--- src/rtl/muldiv_pkg.sv ---
// Shared definitions for the RV32M multiply/divide sequencer: funct3 codes,
// FSM state encoding and operand signedness decode.
package muldiv_pkg;

    localparam int XLEN_DEF = 32;

    localparam logic [2:0] F3_MUL    = 3'b000;
    localparam logic [2:0] F3_MULH   = 3'b001;
    localparam logic [2:0] F3_MULHSU = 3'b010;
    localparam logic [2:0] F3_MULHU  = 3'b011;
    localparam logic [2:0] F3_DIV    = 3'b100;
    localparam logic [2:0] F3_DIVU   = 3'b101;
    localparam logic [2:0] F3_REM    = 3'b110;
    localparam logic [2:0] F3_REMU   = 3'b111;

    typedef enum logic [1:0] {
        IDLE = 2'd0,
        PREP = 2'd1,
        CALC = 2'd2,
        FIN  = 2'd3
    } state_t;

    function automatic logic op_signed_a(input logic [2:0] f3);
        return (f3 == F3_MULH) || (f3 == F3_MULHSU) || (f3 == F3_DIV) || (f3 == F3_REM);
    endfunction

    function automatic logic op_signed_b(input logic [2:0] f3);
        return (f3 == F3_MULH) || (f3 == F3_DIV) || (f3 == F3_REM);
    endfunction

endpackage

--- src/rtl/muldiv_sign_fix.sv ---
// Conditional two's-complement negate; used both to take operand magnitudes
// and to restore the sign of the finished product, quotient or remainder.
module muldiv_sign_fix #(
    parameter int W = 32
) (
    input  logic [W-1:0] val_i,
    input  logic         neg_i,
    output logic [W-1:0] val_o
);

    always_comb begin
        val_o = val_i;
        if (neg_i) begin
            val_o = ~val_i + W'(1);
        end
    end

endmodule

--- src/rtl/muldiv_sequencer.sv ---
// Iterative RV32M multiply/divide sequencer (shift-add / restoring divide).
// Define MULDIV_FAST_MUL_EN to compute multiplies with a single-cycle product in PREP.
//
// state | meaning
// IDLE  | waiting for start; operands latched on accept
// PREP  | magnitudes, sign flags, counter load; divide fast paths jump to FIN
// CALC  | one product/quotient bit per cycle for XLEN cycles
// FIN   | sign correction, result select, done pulse
module muldiv_sequencer
    import muldiv_pkg::*;
#(
    parameter int XLEN  = XLEN_DEF,
    parameter int CNT_W = $clog2(XLEN) + 1
) (
    input  logic            clk,
    input  logic            rst,
    input  logic            start,
    input  logic [2:0]      funct3,
    input  logic [XLEN-1:0] op_a,
    input  logic [XLEN-1:0] op_b,
    input  logic            flush,
    output logic            busy,
    output logic            stall,
    output logic            done,
    output logic [XLEN-1:0] result
);

    state_t              state_q, state_d;
    logic [2:0]          f3_q, f3_d;
    logic [XLEN-1:0]     a_q, a_d;
    logic [XLEN-1:0]     b_q, b_d;
    logic [XLEN-1:0]     mcand_q, mcand_d;
    logic [2*XLEN:0]     acc_q, acc_d;
    logic [CNT_W-1:0]    cnt_q, cnt_d;
    logic                neg_q, neg_d;
    logic                neg_rem_q, neg_rem_d;
    logic [XLEN-1:0]     result_q, result_d;

    logic                neg_a, neg_b;
    logic [XLEN-1:0]     abs_a, abs_b;
    logic                is_div, div_zero, div_ovf;
    logic [XLEN:0]       mul_sum;
    logic [XLEN+1:0]     div_diff;
    logic [2*XLEN-1:0]   prod_fix;
    logic [XLEN-1:0]     quo_fix, rem_fix;
    logic [XLEN-1:0]     fin_val;

    assign is_div   = f3_q[2];
    assign neg_a    = op_signed_a(f3_q) & a_q[XLEN-1];
    assign neg_b    = op_signed_b(f3_q) & b_q[XLEN-1];
    assign div_zero = is_div & (b_q == '0);
    // Only DIV/REM are signed divides, which is exactly is_div with a signed dividend.
    assign div_ovf  = is_div & op_signed_a(f3_q) & (a_q == {1'b1, {(XLEN-1){1'b0}}}) & (b_q == '1);

    muldiv_sign_fix #(.W(XLEN)) u_fix_a (.val_i(a_q), .neg_i(neg_a), .val_o(abs_a));
    muldiv_sign_fix #(.W(XLEN)) u_fix_b (.val_i(b_q), .neg_i(neg_b), .val_o(abs_b));

    muldiv_sign_fix #(.W(2*XLEN)) u_fix_prod (
        .val_i(acc_q[2*XLEN-1:0]), .neg_i(neg_q), .val_o(prod_fix)
    );
    muldiv_sign_fix #(.W(XLEN)) u_fix_quo (
        .val_i(acc_q[XLEN-1:0]), .neg_i(neg_q), .val_o(quo_fix)
    );
    muldiv_sign_fix #(.W(XLEN)) u_fix_rem (
        .val_i(acc_q[2*XLEN-1:XLEN]), .neg_i(neg_rem_q), .val_o(rem_fix)
    );

    // Multiply step: add multiplicand into the upper half when the LSB is set, then shift right.
    assign mul_sum  = acc_q[2*XLEN:XLEN] + (acc_q[0] ? {1'b0, mcand_q} : {(XLEN+1){1'b0}});
    // Divide step: trial-subtract the divisor from the left-shifted partial remainder.
    assign div_diff = {1'b0, acc_q[2*XLEN-1:XLEN-1]} - {2'b00, mcand_q};

`ifdef MULDIV_FAST_MUL_EN
    logic [2*XLEN-1:0] prod_fast;
    assign prod_fast = {{XLEN{1'b0}}, abs_a} * {{XLEN{1'b0}}, abs_b};
`endif

    always_comb begin
        fin_val = rem_fix;
        case (f3_q)
            F3_MUL:                       fin_val = prod_fix[XLEN-1:0];
            F3_MULH, F3_MULHSU, F3_MULHU: fin_val = prod_fix[2*XLEN-1:XLEN];
            F3_DIV, F3_DIVU:              fin_val = quo_fix;
            default:                      fin_val = rem_fix;
        endcase
    end

    always_comb begin
        state_d   = state_q;
        f3_d      = f3_q;
        a_d       = a_q;
        b_d       = b_q;
        mcand_d   = mcand_q;
        acc_d     = acc_q;
        cnt_d     = cnt_q;
        neg_d     = neg_q;
        neg_rem_d = neg_rem_q;
        result_d  = result_q;
        stall     = 1'b0;
        done      = 1'b0;

        case (state_q)
            IDLE: begin
                stall = start;
                if (start && !flush) begin
                    f3_d    = funct3;
                    a_d     = op_a;
                    b_d     = op_b;
                    state_d = PREP;
                end
            end
            PREP: begin
                stall     = 1'b1;
                neg_d     = neg_a ^ neg_b;
                neg_rem_d = neg_a;
                mcand_d   = abs_b;
                acc_d     = {{(XLEN+1){1'b0}}, abs_a};
                cnt_d     = CNT_W'(XLEN);
                state_d   = CALC;
                // Fast-path values are already final, so sign correction is disabled.
                if (div_zero) begin
                    acc_d     = {1'b0, a_q, {XLEN{1'b1}}};
                    neg_d     = 1'b0;
                    neg_rem_d = 1'b0;
                    state_d   = FIN;
                end else if (div_ovf) begin
                    acc_d     = {1'b0, {XLEN{1'b0}}, a_q};
                    neg_d     = 1'b0;
                    neg_rem_d = 1'b0;
                    state_d   = FIN;
                end
`ifdef MULDIV_FAST_MUL_EN
                else if (!is_div) begin
                    acc_d   = {1'b0, prod_fast};
                    state_d = FIN;
                end
`endif
            end
            CALC: begin
                stall = 1'b1;
                cnt_d = cnt_q - CNT_W'(1);
                if (is_div) begin
                    if (!div_diff[XLEN+1]) begin
                        acc_d = {div_diff[XLEN:0], acc_q[XLEN-2:0], 1'b1};
                    end else begin
                        acc_d = {acc_q[2*XLEN-1:0], 1'b0};
                    end
                end else begin
                    acc_d = {1'b0, mul_sum, acc_q[XLEN-1:1]};
                end
                if (cnt_q == CNT_W'(1)) begin
                    state_d = FIN;
                end
            end
            FIN: begin
                done     = 1'b1;
                result_d = fin_val;
                state_d  = IDLE;
            end
            default: state_d = IDLE;
        endcase

        // An aborted operation must leave no trace on done or result.
        if (flush && (state_q != IDLE)) begin
            state_d  = IDLE;
            done     = 1'b0;
            result_d = result_q;
        end
    end

    always_ff @(posedge clk or posedge rst) begin
        if (rst) begin
            state_q   <= IDLE;
            f3_q      <= '0;
            a_q       <= '0;
            b_q       <= '0;
            mcand_q   <= '0;
            acc_q     <= '0;
            cnt_q     <= '0;
            neg_q     <= 1'b0;
            neg_rem_q <= 1'b0;
            result_q  <= '0;
        end else begin
            state_q   <= state_d;
            f3_q      <= f3_d;
            a_q       <= a_d;
            b_q       <= b_d;
            mcand_q   <= mcand_d;
            acc_q     <= acc_d;
            cnt_q     <= cnt_d;
            neg_q     <= neg_d;
            neg_rem_q <= neg_rem_d;
            result_q  <= result_d;
        end
    end

    assign busy   = (state_q != IDLE);
    assign result = done ? fin_val : result_q;

endmodule

--- config.mk ---
export PLATFORM = sky130hd
export DESIGN_NAME = muldiv_sequencer
export DESIGN_NICKNAME = d
export VERILOG_FILES = /design/src/rtl/muldiv_pkg.sv /design/src/rtl/muldiv_sign_fix.sv /design/src/rtl/muldiv_sequencer.sv
export SDC_FILE = /design/constraint.sdc
export NUM_CORES = 1
export LEC_CHECK = 0
export CORE_MARGIN = 2
export CORE_UTILIZATION = 44
export DETAILED_ROUTE_END_ITERATION = 10
export GPL_TIMING_DRIVEN = 0
export SLEW_MARGIN = 20
export SYNTH_ARGS = -nofsm -noshare
export SYNTH_HDL_FRONTEND = slang
export SYNTH_SLANG_ARGS = --single-unit
--- constraint.sdc ---
create_clock -name clk -period 9.5 [get_ports clk]
set_clock_uncertainty 0.1 [all_clocks]
set_input_delay 1.9 -clock clk [delete_from_list [all_inputs] [get_ports clk]]
set_output_delay 1.9 -clock clk [all_outputs]
set_load 0.05 [all_outputs]
==> flow_summary.ini, run 1 <==
[logic_synthesis]
yosysSeqAreaShare_pct = 31.77
synthTopCellsByArea = dfrtp_1 32%, xnor2_1 7.0%, mux2_2 6.7%, ha_1 5.8%, a21oi_1 4.7%
synth_ff_type = dfrtp_1
netlist_area_sq_um = 16230
syn-num-nets = 2031
synth.most_common_cell = dfrtp_1
avgSynthCellArea_sq_um = 8.617
synthArstFlopShare_pct = 100.0
synth.distinct_cells = 76
synth_seq_cells = 206
syn_inst = 1883
synth_enable_flop_cells = 0
ys_top_cells_by_count = 206 x dfrtp_1, 176 x nor2_1, 152 x a21oi_1
ys_warn_count = 0
synth_top_area_share_pct = 31.77
synth_top_cell_by_area = dfrtp_1

[clock_network]
cts_buffers = 26
clk_pin_slew_ns = 0.06
cts_max_level = 1
postCtsSetupBuffers = 0
cts_tree = yes
clock_sinks = 206
cts-resized-gates = 0
clockBufferDepth = 3
cts_root_buf = clkbuf_16
clock_latency_ns = 0.57
cts_hold_buffers = 0

[die]
initial_core_util_pct = 44.53
die_y_um = 196.0
io_pins = 106
die_w_um = 196.0
core_sq_um = 36430
die-area_sq_um = 38430
rows = 70

[worst_setup_path]
cp_cell_sequence = buf_6 -> or4_4 -> or4_4 -> nor2_1 -> nand3_1 -> nand4b_1 -> clkbuf_1 -> o21ai_0 -> xnor2_1 -> nor2_1 -> o31ai_1 -> clkdlybuf4s50_1
critPathMaxFanout = 10
cp-start-kind = flip-flop
cp_slowest_stage_delay_ns = 0.90
cp_num_buf_inv = 3
reg2regPathDepth = 12
arrival_ns = 5.46
r2r-start = acc_q[34]
crit_required_ns = 7.50
slowest_stage = clkdlybuf4s50_1
crit_type = flip-flop to primary output
cp-end-kind = primary output
r2r-end = acc_q[53]
rrSetupSlack_ns = 4.44
crit_family = simple AND/OR/NAND/NOR gates

[grt]
grt_busiest_layer = met2
grt_overflow = 0
antenna_found_initial = 2
grt_use_met1_pct = 42.86
track_usage_pct = 33.79
grt_use_met2_pct = 55.36
grt_use_met3_pct = 5.295
grt_max_degree = 98
grt_pass1_wl_um = 97010
grt_pass1_vias = 15230

[routing]
num_vias = 15670
drt_iter0_drc = 1306
drc = 0
viasPerCell = 6.254
postRouteAntennaNets = 0
wl_per_cell_um = 26.12
drt_wl_total_um = 65430
drt_first_pass_iters = 6

[sta]
slew_headroom_pct = 22.91
hold_violations = 0
finalSetupTns_ns = 0
period_needed_ns = 7.465
fin_crit_sh_pct = 78.58
worst_pin_slew_ns = 1.156
final-setup-viol-count = 0
setup_slack_ns = 2.035
fmax_mhz = 134.0
rsz0062_at_grt = no
maxSlewViolCount = 0

[place]
gp_congestion = 0.9928
pre_cts_slack_ns = 2.474
dp_hpwl_um = 51130
io_buffers = 105

[run]
cap_violations = 0

[cells_and_area]
area_growth_pct = 16.05
drive_gt1_share_pct = 8.546
fin_nets = 2166
final_core_util_pct = 51.68

[hold_path]
hp-start = result_q[1]
hold_path_end = result_q[1]
hold_class = flip-flop to flip-flop
hold_depth = 2

[outcome]
status = completed
placed cells by master (no fill, tap or decap), drive strengths merged, types with 20 or more instances in the layout:
master,n
or3,21
a22oi,27
xor2,62
nand3,25
mux2,97
mux2i,49
a21oi,152
clkbuf,137
inv,64
a21o,33
nor2b,20
o31ai,28
nand2,142
ha,75
xnor2,130
o21ai,133
nor3,34
dfrtp,206
a221oi,20
clkdlybuf4s50,105
nor2,176
o22ai,27
flip-flops by register name, indices dropped and copies added (netlist names):
name and flops:
f3_q 3, b_q 32, result_q 32, a_q 32
neg_q 1, state_q 2, neg_rem_q 1, acc_q 65
mcand_q 32, cnt_q 6
area by class of cell:
cell class,instances,area (sq um)
inverter,66,255.2
fill,3552,17610
clock buffer,39,780.7
buffer,114,447.9
timing repair buffer,107,1106
multi-input combinational,1497,10380
antenna,1,2.502
tap,468,585.6
clock inverter,7,116.4
sequential,206,5155
worst reg2reg max path: stages (launching register included):
cell and delay (ns):
dfrtp_1 0.52, ha_1 0.41, o21a_1 0.14, o31a_1 0.19, o2111ai_1 0.24, a21boi_0 0.54, a211o_1 0.33, a31oi_1 0.20
o21ai_1 0.49, clkbuf_1 0.61, clkbuf_1 0.64, mux2i_1 0.40, o21ai_0 0.12
cells by family after synthesis:
| kind of cell | synth area share [%] |
|---|---|
| and+or+nand+nor | 14.98 |
| xor gates and xnor gates | 10.36 |
| buffers and inverters | 4.287 |
| adders and majority gates | 6.030 |
| DFF | 31.77 |
| AOI/OAI and AO/OA | 22.81 |
| muxes | 9.755 |
layer usage:
metal	share of wire, %	up-vias
met2	46	652
li1	-	7158
met5	0.020	-
met3	6.8	171
met1	41	7683
met4	6.1	2
through the flow:
step | cell area (sq um) | hold WS (ns) | cells
global route | 18830 | 0.4130 | 2504
detailed placement | 17920 | 0.3632 | 2458
global placement | 17860 | 0.3490 | 2456
CTS | 18820 | 0.3789 | 2504
finish | 18830 | 0.3805 | 2505
floorplan | 16230 | 0.3698 | 1883
worst max path at each step:
stage          slack, ns      from         end  cells after the start
2_1_floorplan       1.88       rst      a_q[0]                      1
3_3_place_gp       -1.25       rst     a_q[24]                      2
3_5_place_dp        2.47     flush  result[23]                      9
4_1_cts             2.08  acc_q[2]  result[24]                     12
5_1_grt             1.79  acc_q[2]  result[24]                     12
6_report            2.04  acc_q[2]  result[24]                     12
Power of run 1 is not shown: default switching activity piles up to over one toggle a cycle in this logic, so the estimate is an artifact.
==> run 2: changes to the inputs <==
==> constraint.sdc (replaced) <==
create_clock -name clk -period 7.75 [get_ports clk]
set_clock_uncertainty 0.1 [all_clocks]
set_input_delay 1.55 -clock clk [delete_from_list [all_inputs] [get_ports clk]]
set_output_delay 1.55 -clock clk [all_outputs]
set_load 0.05 [all_outputs]
==> results of run 2 <==
Same layout as run 1 (identical final DEF). Status: completed.
Among the figures that moved: setup slack after placement 2.474 ns -> 1.308 ns; setup slack after layout 2.035 ns -> 0.6350 ns; register-to-register setup slack 4.44 ns -> 2.69 ns
Power of run 2 is left out for the same reason.
